**config.mk**
```make
export PLATFORM = sky130hd
export DESIGN_NAME = pwm_capture
export DESIGN_NICKNAME = d
export VERILOG_FILES = /design/src/rtl/pwm_capture.sv
export SDC_FILE = /design/constraint.sdc
export NUM_CORES = 1
export LEC_CHECK = 0
export CAP_MARGIN = 20
export CORE_MARGIN = 1.5
export CORE_UTILIZATION = 40
export DETAILED_ROUTE_END_ITERATION = 8
export SLEW_MARGIN = 0
export SYNTH_ARGS = -nofsm -noshare
export SYNTH_HDL_FRONTEND = slang
export SYNTH_SLANG_ARGS = --single-unit
```
**constraint.sdc**
```tcl
create_clock -name clk -period 2.28 [get_ports clk]
set_input_delay 0.456 -clock clk [delete_from_list [all_inputs] [get_ports clk]]
set_output_delay 0.456 -clock clk [all_outputs]
set_load 0.03 [all_outputs]
```
**src/rtl/pwm_capture.sv**
```systemverilog
// pwm_capture: measures high time and period (rising edge to rising edge) of
// an asynchronous PWM input. Each result is handed out through a one-entry
// valid/ready register. A constant input and saturating counts are reported.
`timescale 1ns/1ps
module pwm_capture #(
    parameter int W           = 16,
    parameter int SYNC_STAGES = 2,
    parameter int TIMEOUT     = 1000
) (
    input  logic         clk,
    input  logic         rst_n,
    input  logic         pwm_in,
    input  logic         en,
    output logic         m_valid,
    input  logic         m_ready,
    output logic [W-1:0] m_high,
    output logic [W-1:0] m_period,
    output logic         m_sat,
    output logic         m_stuck,
    output logic         m_level,
    output logic         dropped
);

    localparam logic [1:0]   ST_IDLE   = 2'd0;
    localparam logic [1:0]   ST_ARM    = 2'd1;
    localparam logic [1:0]   ST_MEAS   = 2'd2;
    localparam logic [W-1:0] CNT_MAX   = {W{1'b1}};
    localparam logic [W-1:0] CNT_ZERO  = {W{1'b0}};
    localparam logic [W-1:0] CNT_ONE   = W'(1);
    localparam logic [W-1:0] TIMEOUT_V = W'(TIMEOUT);

    // Increment that sticks at the all-ones value instead of wrapping.
    function automatic logic [W-1:0] sat_inc(input logic [W-1:0] v);
        logic [W-1:0] r;
        if (v == CNT_MAX) begin
            r = CNT_MAX;
        end else begin
            r = v + CNT_ONE;
        end
        return r;
    endfunction

    logic [SYNC_STAGES-1:0] sync_r;
    logic                   s_d_r;
    logic [1:0]             state_r;
    logic [W-1:0]           per_r;
    logic [W-1:0]           hi_r;
    logic                   sat_r;
    logic [W-1:0]           idle_r;
    logic                   armoff_r;

    logic                   s_s;
    logic                   rise_s;
    logic                   change_s;
    logic                   stuck_hit_s;
    logic [1:0]             state_nx_s;
    logic [W-1:0]           per_nx_s;
    logic [W-1:0]           hi_nx_s;
    logic                   sat_nx_s;
    logic [W-1:0]           idle_nx_s;
    logic                   armoff_nx_s;
    logic                   emit_s;
    logic [W-1:0]           e_high_s;
    logic [W-1:0]           e_period_s;
    logic                   e_sat_s;
    logic                   e_stuck_s;
    logic                   e_level_s;
    logic                   load_s;
    logic                   drop_s;

    assign s_s      = sync_r[SYNC_STAGES-1];
    assign rise_s   = s_s & ~s_d_r;
    assign change_s = s_s ^ s_d_r;
    // A stuck report fires once idle time hits the limit; a change of s in the
    // same cycle wins, so a rise is never lost to a stuck report.
    assign stuck_hit_s = (idle_r == TIMEOUT_V) && !armoff_r && !change_s;

    // Synchronizer chain for pwm_in plus the one-cycle delayed copy for edges.
    always_ff @(posedge clk or negedge rst_n) begin
        if (!rst_n) begin
            sync_r <= {SYNC_STAGES{1'b0}};
            s_d_r  <= 1'b0;
        end else begin
            sync_r <= {sync_r[SYNC_STAGES-2:0], pwm_in};
            s_d_r  <= s_s;
        end
    end

    // Next-state, counter update and result formation.
    always_comb begin
        state_nx_s  = state_r;
        per_nx_s    = per_r;
        hi_nx_s     = hi_r;
        sat_nx_s    = sat_r;
        idle_nx_s   = idle_r;
        armoff_nx_s = armoff_r;
        emit_s      = 1'b0;
        e_high_s    = CNT_ZERO;
        e_period_s  = CNT_ZERO;
        e_sat_s     = 1'b0;
        e_stuck_s   = 1'b0;
        e_level_s   = 1'b0;
        if (!en || (state_r == ST_IDLE) || (state_r > ST_MEAS)) begin
            // Disabled, idle or corrupted state: clear everything, arm when enabled.
            state_nx_s  = en ? ST_ARM : ST_IDLE;
            per_nx_s    = CNT_ZERO;
            hi_nx_s     = CNT_ZERO;
            sat_nx_s    = 1'b0;
            idle_nx_s   = CNT_ZERO;
            armoff_nx_s = 1'b0;
        end else begin
            case (state_r)
                ST_ARM: begin
                    if (rise_s) begin
                        state_nx_s = ST_MEAS;
                        per_nx_s   = CNT_ONE;
                        hi_nx_s    = CNT_ONE;
                        sat_nx_s   = 1'b0;
                    end else begin
                        state_nx_s = ST_ARM;
                    end
                end
                ST_MEAS: begin
                    if (rise_s) begin
                        // The rise sample already belongs to the next period.
                        emit_s     = 1'b1;
                        e_high_s   = hi_r;
                        e_period_s = per_r;
                        e_sat_s    = sat_r;
                        per_nx_s   = CNT_ONE;
                        hi_nx_s    = CNT_ONE;
                        sat_nx_s   = 1'b0;
                    end else if (stuck_hit_s) begin
                        state_nx_s = ST_ARM;
                        per_nx_s   = CNT_ZERO;
                        hi_nx_s    = CNT_ZERO;
                        sat_nx_s   = 1'b0;
                    end else begin
                        per_nx_s = sat_inc(per_r);
                        hi_nx_s  = s_s ? sat_inc(hi_r) : hi_r;
                        sat_nx_s = sat_r | (sat_inc(per_r) == CNT_MAX);
                    end
                end
                default: begin
                    state_nx_s = ST_IDLE;
                end
            endcase
            if (stuck_hit_s) begin
                emit_s      = 1'b1;
                e_high_s    = s_s ? CNT_MAX : CNT_ZERO;
                e_stuck_s   = 1'b1;
                e_level_s   = s_s;
                armoff_nx_s = 1'b1;
            end else begin
                armoff_nx_s = change_s ? 1'b0 : armoff_r;
            end
            if (change_s) begin
                idle_nx_s = CNT_ZERO;
            end else if (idle_r != TIMEOUT_V) begin
                idle_nx_s = idle_r + CNT_ONE;
            end else begin
                idle_nx_s = idle_r;
            end
        end
    end

    assign load_s = emit_s && (!m_valid || m_ready);
    assign drop_s = emit_s && m_valid && !m_ready;

    // Measurement state and counters.
    always_ff @(posedge clk or negedge rst_n) begin
        if (!rst_n) begin
            state_r  <= ST_IDLE;
            per_r    <= CNT_ZERO;
            hi_r     <= CNT_ZERO;
            sat_r    <= 1'b0;
            idle_r   <= CNT_ZERO;
            armoff_r <= 1'b0;
        end else begin
            state_r  <= state_nx_s;
            per_r    <= per_nx_s;
            hi_r     <= hi_nx_s;
            sat_r    <= sat_nx_s;
            idle_r   <= idle_nx_s;
            armoff_r <= armoff_nx_s;
        end
    end

    // One-entry output register; fields only change on a load.
    always_ff @(posedge clk or negedge rst_n) begin
        if (!rst_n) begin
            m_valid  <= 1'b0;
            m_high   <= CNT_ZERO;
            m_period <= CNT_ZERO;
            m_sat    <= 1'b0;
            m_stuck  <= 1'b0;
            m_level  <= 1'b0;
            dropped  <= 1'b0;
        end else begin
            dropped <= drop_s;
            if (load_s) begin
                m_valid  <= 1'b1;
                m_high   <= e_high_s;
                m_period <= e_period_s;
                m_sat    <= e_sat_s;
                m_stuck  <= e_stuck_s;
                m_level  <= e_level_s;
            end else if (m_ready) begin
                m_valid <= 1'b0;
            end else begin
                m_valid <= m_valid;
            end
        end
    end

endmodule

```
==> summary.txt <==
Logic synthesis
  • Yosys warning total: 0
  • Ys flop type: dfrtp_1
  • Post-synth ARST share: 100%
  • Synth unique cells: 61
  • Yosys top cell area share: 46.8%
  • Syn avg cell area: 9.55 sq um
  • Register area share after synthesis: 46.8%
  • Top post-synthesis cells by count: 92 x dfrtp_1, 59 x nand2_1, 40 x a22o_1
  • Synth area leader: dfrtp_1
  • Synth top area cells: dfrtp_1 47%, a22o_1 7.1%, nand2_1 4.5%, o21ai_0 3.6%, nand3_1 2.7%
  • Net Count, Synth: 529
  • Most frequent cell after synthesis: dfrtp_1
  • Post-synth EDFFs: 0
  • Synthesized area: 0.00492 sq mm
  • Yosys reg bits: 92
  • Synthesized instance count: 515

Place
  • DP Wirelength: 8.48 mm
  • Routability-driven placement congestion ratio: 0.939
  • Setup WS pre-CTS: -0.160 ns
  • Port Buffers: 41

Routing
  • Via count: 4194
  • Drt first-iter violations: 238
  • Post-route antenna net violation count: 0
  • Total Wirelength: 12.2 mm
  • DRC: 0
  • Wire per inst: 16.6 um
  • Pre-Repair DR Iteration Count: 5
  • Via density: 5.71

Global routing
  • Largest net degree at the start of global routing: 45
  • Grt ovf: 0
  • First-pass GRT wire length: 20.5 mm
  • Vias in the first global route: 4098
  • Initial antenna violation count: 0
  • GRT Total Usage: 20.1%

Timing
  • Count of final hold-check violations: 0
  • Maximum clock frequency: 464 MHz
  • Max-slew headroom: 58.7%
  • Final Setup Violations: 0
  • Worst-margin pin slew: 0.616 ns
  • Crit path setup slack, layout: 0.124 ns
  • Pins Over Slew Limit: 0
  • Crit share post-route: 94.6%
  • RSZ-0062 raised after global routing: yes
  • Worst Skew: 0.00620 ns
  • Final Critical Period: 2.16 ns
  • Setup TNS: 0 ns

Clock tree
  • Postcts setup bufs: 0
  • CTS tree: built
  • TritonCTS Sinks: 92
  • Clk slew on worst S/H paths: 0.07 ns
  • Bufs on Longest Clock Path: 2
  • CTS Buf Count: 9
  • Worst-Skew Late Latency: 0.35 ns
  • H-tree depth: 3
  • # hold bufs at CTS: 0
  • Post-CTS resize count: 0
  • Root buffer cell: clkbuf_16

Worst setup path
  • Critical path startpoint: idle_r[0]
  • Reg-to-reg startpoint: idle_r[0]
  • FF-to-FF path depth: 8
  • R2R Setup Slk: 0.12 ns
  • Worst Setup Start Kind: register
  • Critical path type: register to register
  • Worst Path Arrival: 2.40 ns
  • Crit. End Element: register
  • CP max FO: 17
  • R2r endpoint: m_period[3]
  • CP Data Required Time: 2.52 ns

Floorplan
  • Top Ports: 42
  • Die width: 114 um
  • Die footprint: 0.0130 sq mm
  • Rows: 40
  • Core area: 0.0120 sq mm
  • Initial core utilization: 41.0%
  • Die height: 114 um

Final layout
  • Filler cells: 1135
  • Layout cells sized above 1: 13.3%
  • Net count, final: 597
  • Multi-input logic area: 0.00239 sq mm
  • Final design utilization: 50.5%
  • Area Growth Syn to Fin: 23.2%
  • Reg area: 0.00230 sq mm
  • ANT cells: 0

Status
  • Status: finished clean

Power
  • PwrDens: 528 mW/mm^2
  • Leak: 2.60 nW
  • Maximum VDD drop: 243 uV

Flow run
  • Maxcap violations: 0

Min path
  • Hold Crit Class: primary input to async pin
-- logic make-up (layout without fill, tap and decap cells) --
kind of cell               after synthesis  after routing  share of synthesized area, %
AOI/OAI and AO/OA                      146            146                          22.0
muxes                                    4              4                         0.865
DFF                                     92             92                          46.8
buffers and inverters                   56            129                          5.24
and+or+nand+nor                        193            193                          20.2
xor gates and xnor gates                15             15                          2.67
adders and majority gates                9              9                          2.29
-- area by class of cell --
cell class / instances / share of cell area (%)
Sequential cell: 92 / 38.0
Multi-Input combinational cell: 367 / 39.4
Clock buffer: 10 / 3.78
Inverter: 28 / 1.73
Timing Repair Buffer: 85 / 13.3
Tap cell: 147 / 3.03
Clock inverter: 6 / 0.805
-- routing by layer --
layer  track usage (%)  share of wire (%)
met4              8.17                1.5
met3              3.72                4.2
met1              28.2                 48
met2              30.7                 46
met5                 0                  0
-- per-stage QoR --
step	power (mW)	hold WS [ns]	instance area, sq um	instances
after detailed placement	1.82	0.339	5740	718
after global routing	3.33	0.160	6060	735
after CTS	3.25	0.130	6020	734
after floorplan	1.74	0.160	4920	515
final	3.20	0.110	6060	735
after global placement	1.82	0.334	5740	718
-- sequential cells by signal, indices dropped and copies added, names as in the netlist, 2 cells and up --
name,cells
hi_r,16
idle_r,16
m_high,16
m_period,16
per_r,16
state_r,2
sync_r,2
-- critical path: stages (launching register included) --
cell and delay, ns:
dfrtp_1 0.38, inv_1 0.08, ha_1 0.13, nor3b_1 0.24, and4_2 0.39, a21oi_2 0.08, or2_1 0.25, buf_4 0.22
a22o_1 0.26
-- worst max path at each step --
stage | slack, ns | endpoint
2_1_floorplan | 0.16 | per_r[8]
3_3_place_gp | -0.12 | hi_r[1]
3_5_place_dp | -0.16 | hi_r[15]
4_1_cts | 0.009 | hi_r[1]
5_1_grt | -0.03 | per_r[10]
6_report | 0.12 | m_period[3]
-- placed cells by master, fill, tap and decap left out, types with 7 or more instances in the layout --
cell,synthesis,routed
dfrtp_1,92,92
nand2_1,59,59
a22o_1,40,40
clkdlybuf4s50_1,0,40
buf_4,0,39
o21ai_0,35,34
nor2_1,31,31
inv_1,28,28
nand3_1,27,26
a21oi_1,18,18
nor3_1,12,12
o211ai_1,12,12
nand4_1,11,11
and4_1,10,9
and3_1,9,9
ha_1,9,9
clkbuf_16,0,9
xor2_1,8,8
xnor2_1,7,7
-- power by group --
group	total, mW	leakage (nW)	switching [mW]	internal (mW)
Combinational	0.149	1.20	0.0986	0.0506
Clock	1.41	0.131	0.659	0.750
Sequential	1.64	1.27	0.00555	1.64
No activity file was read; power rests on OpenSTA's default activity.
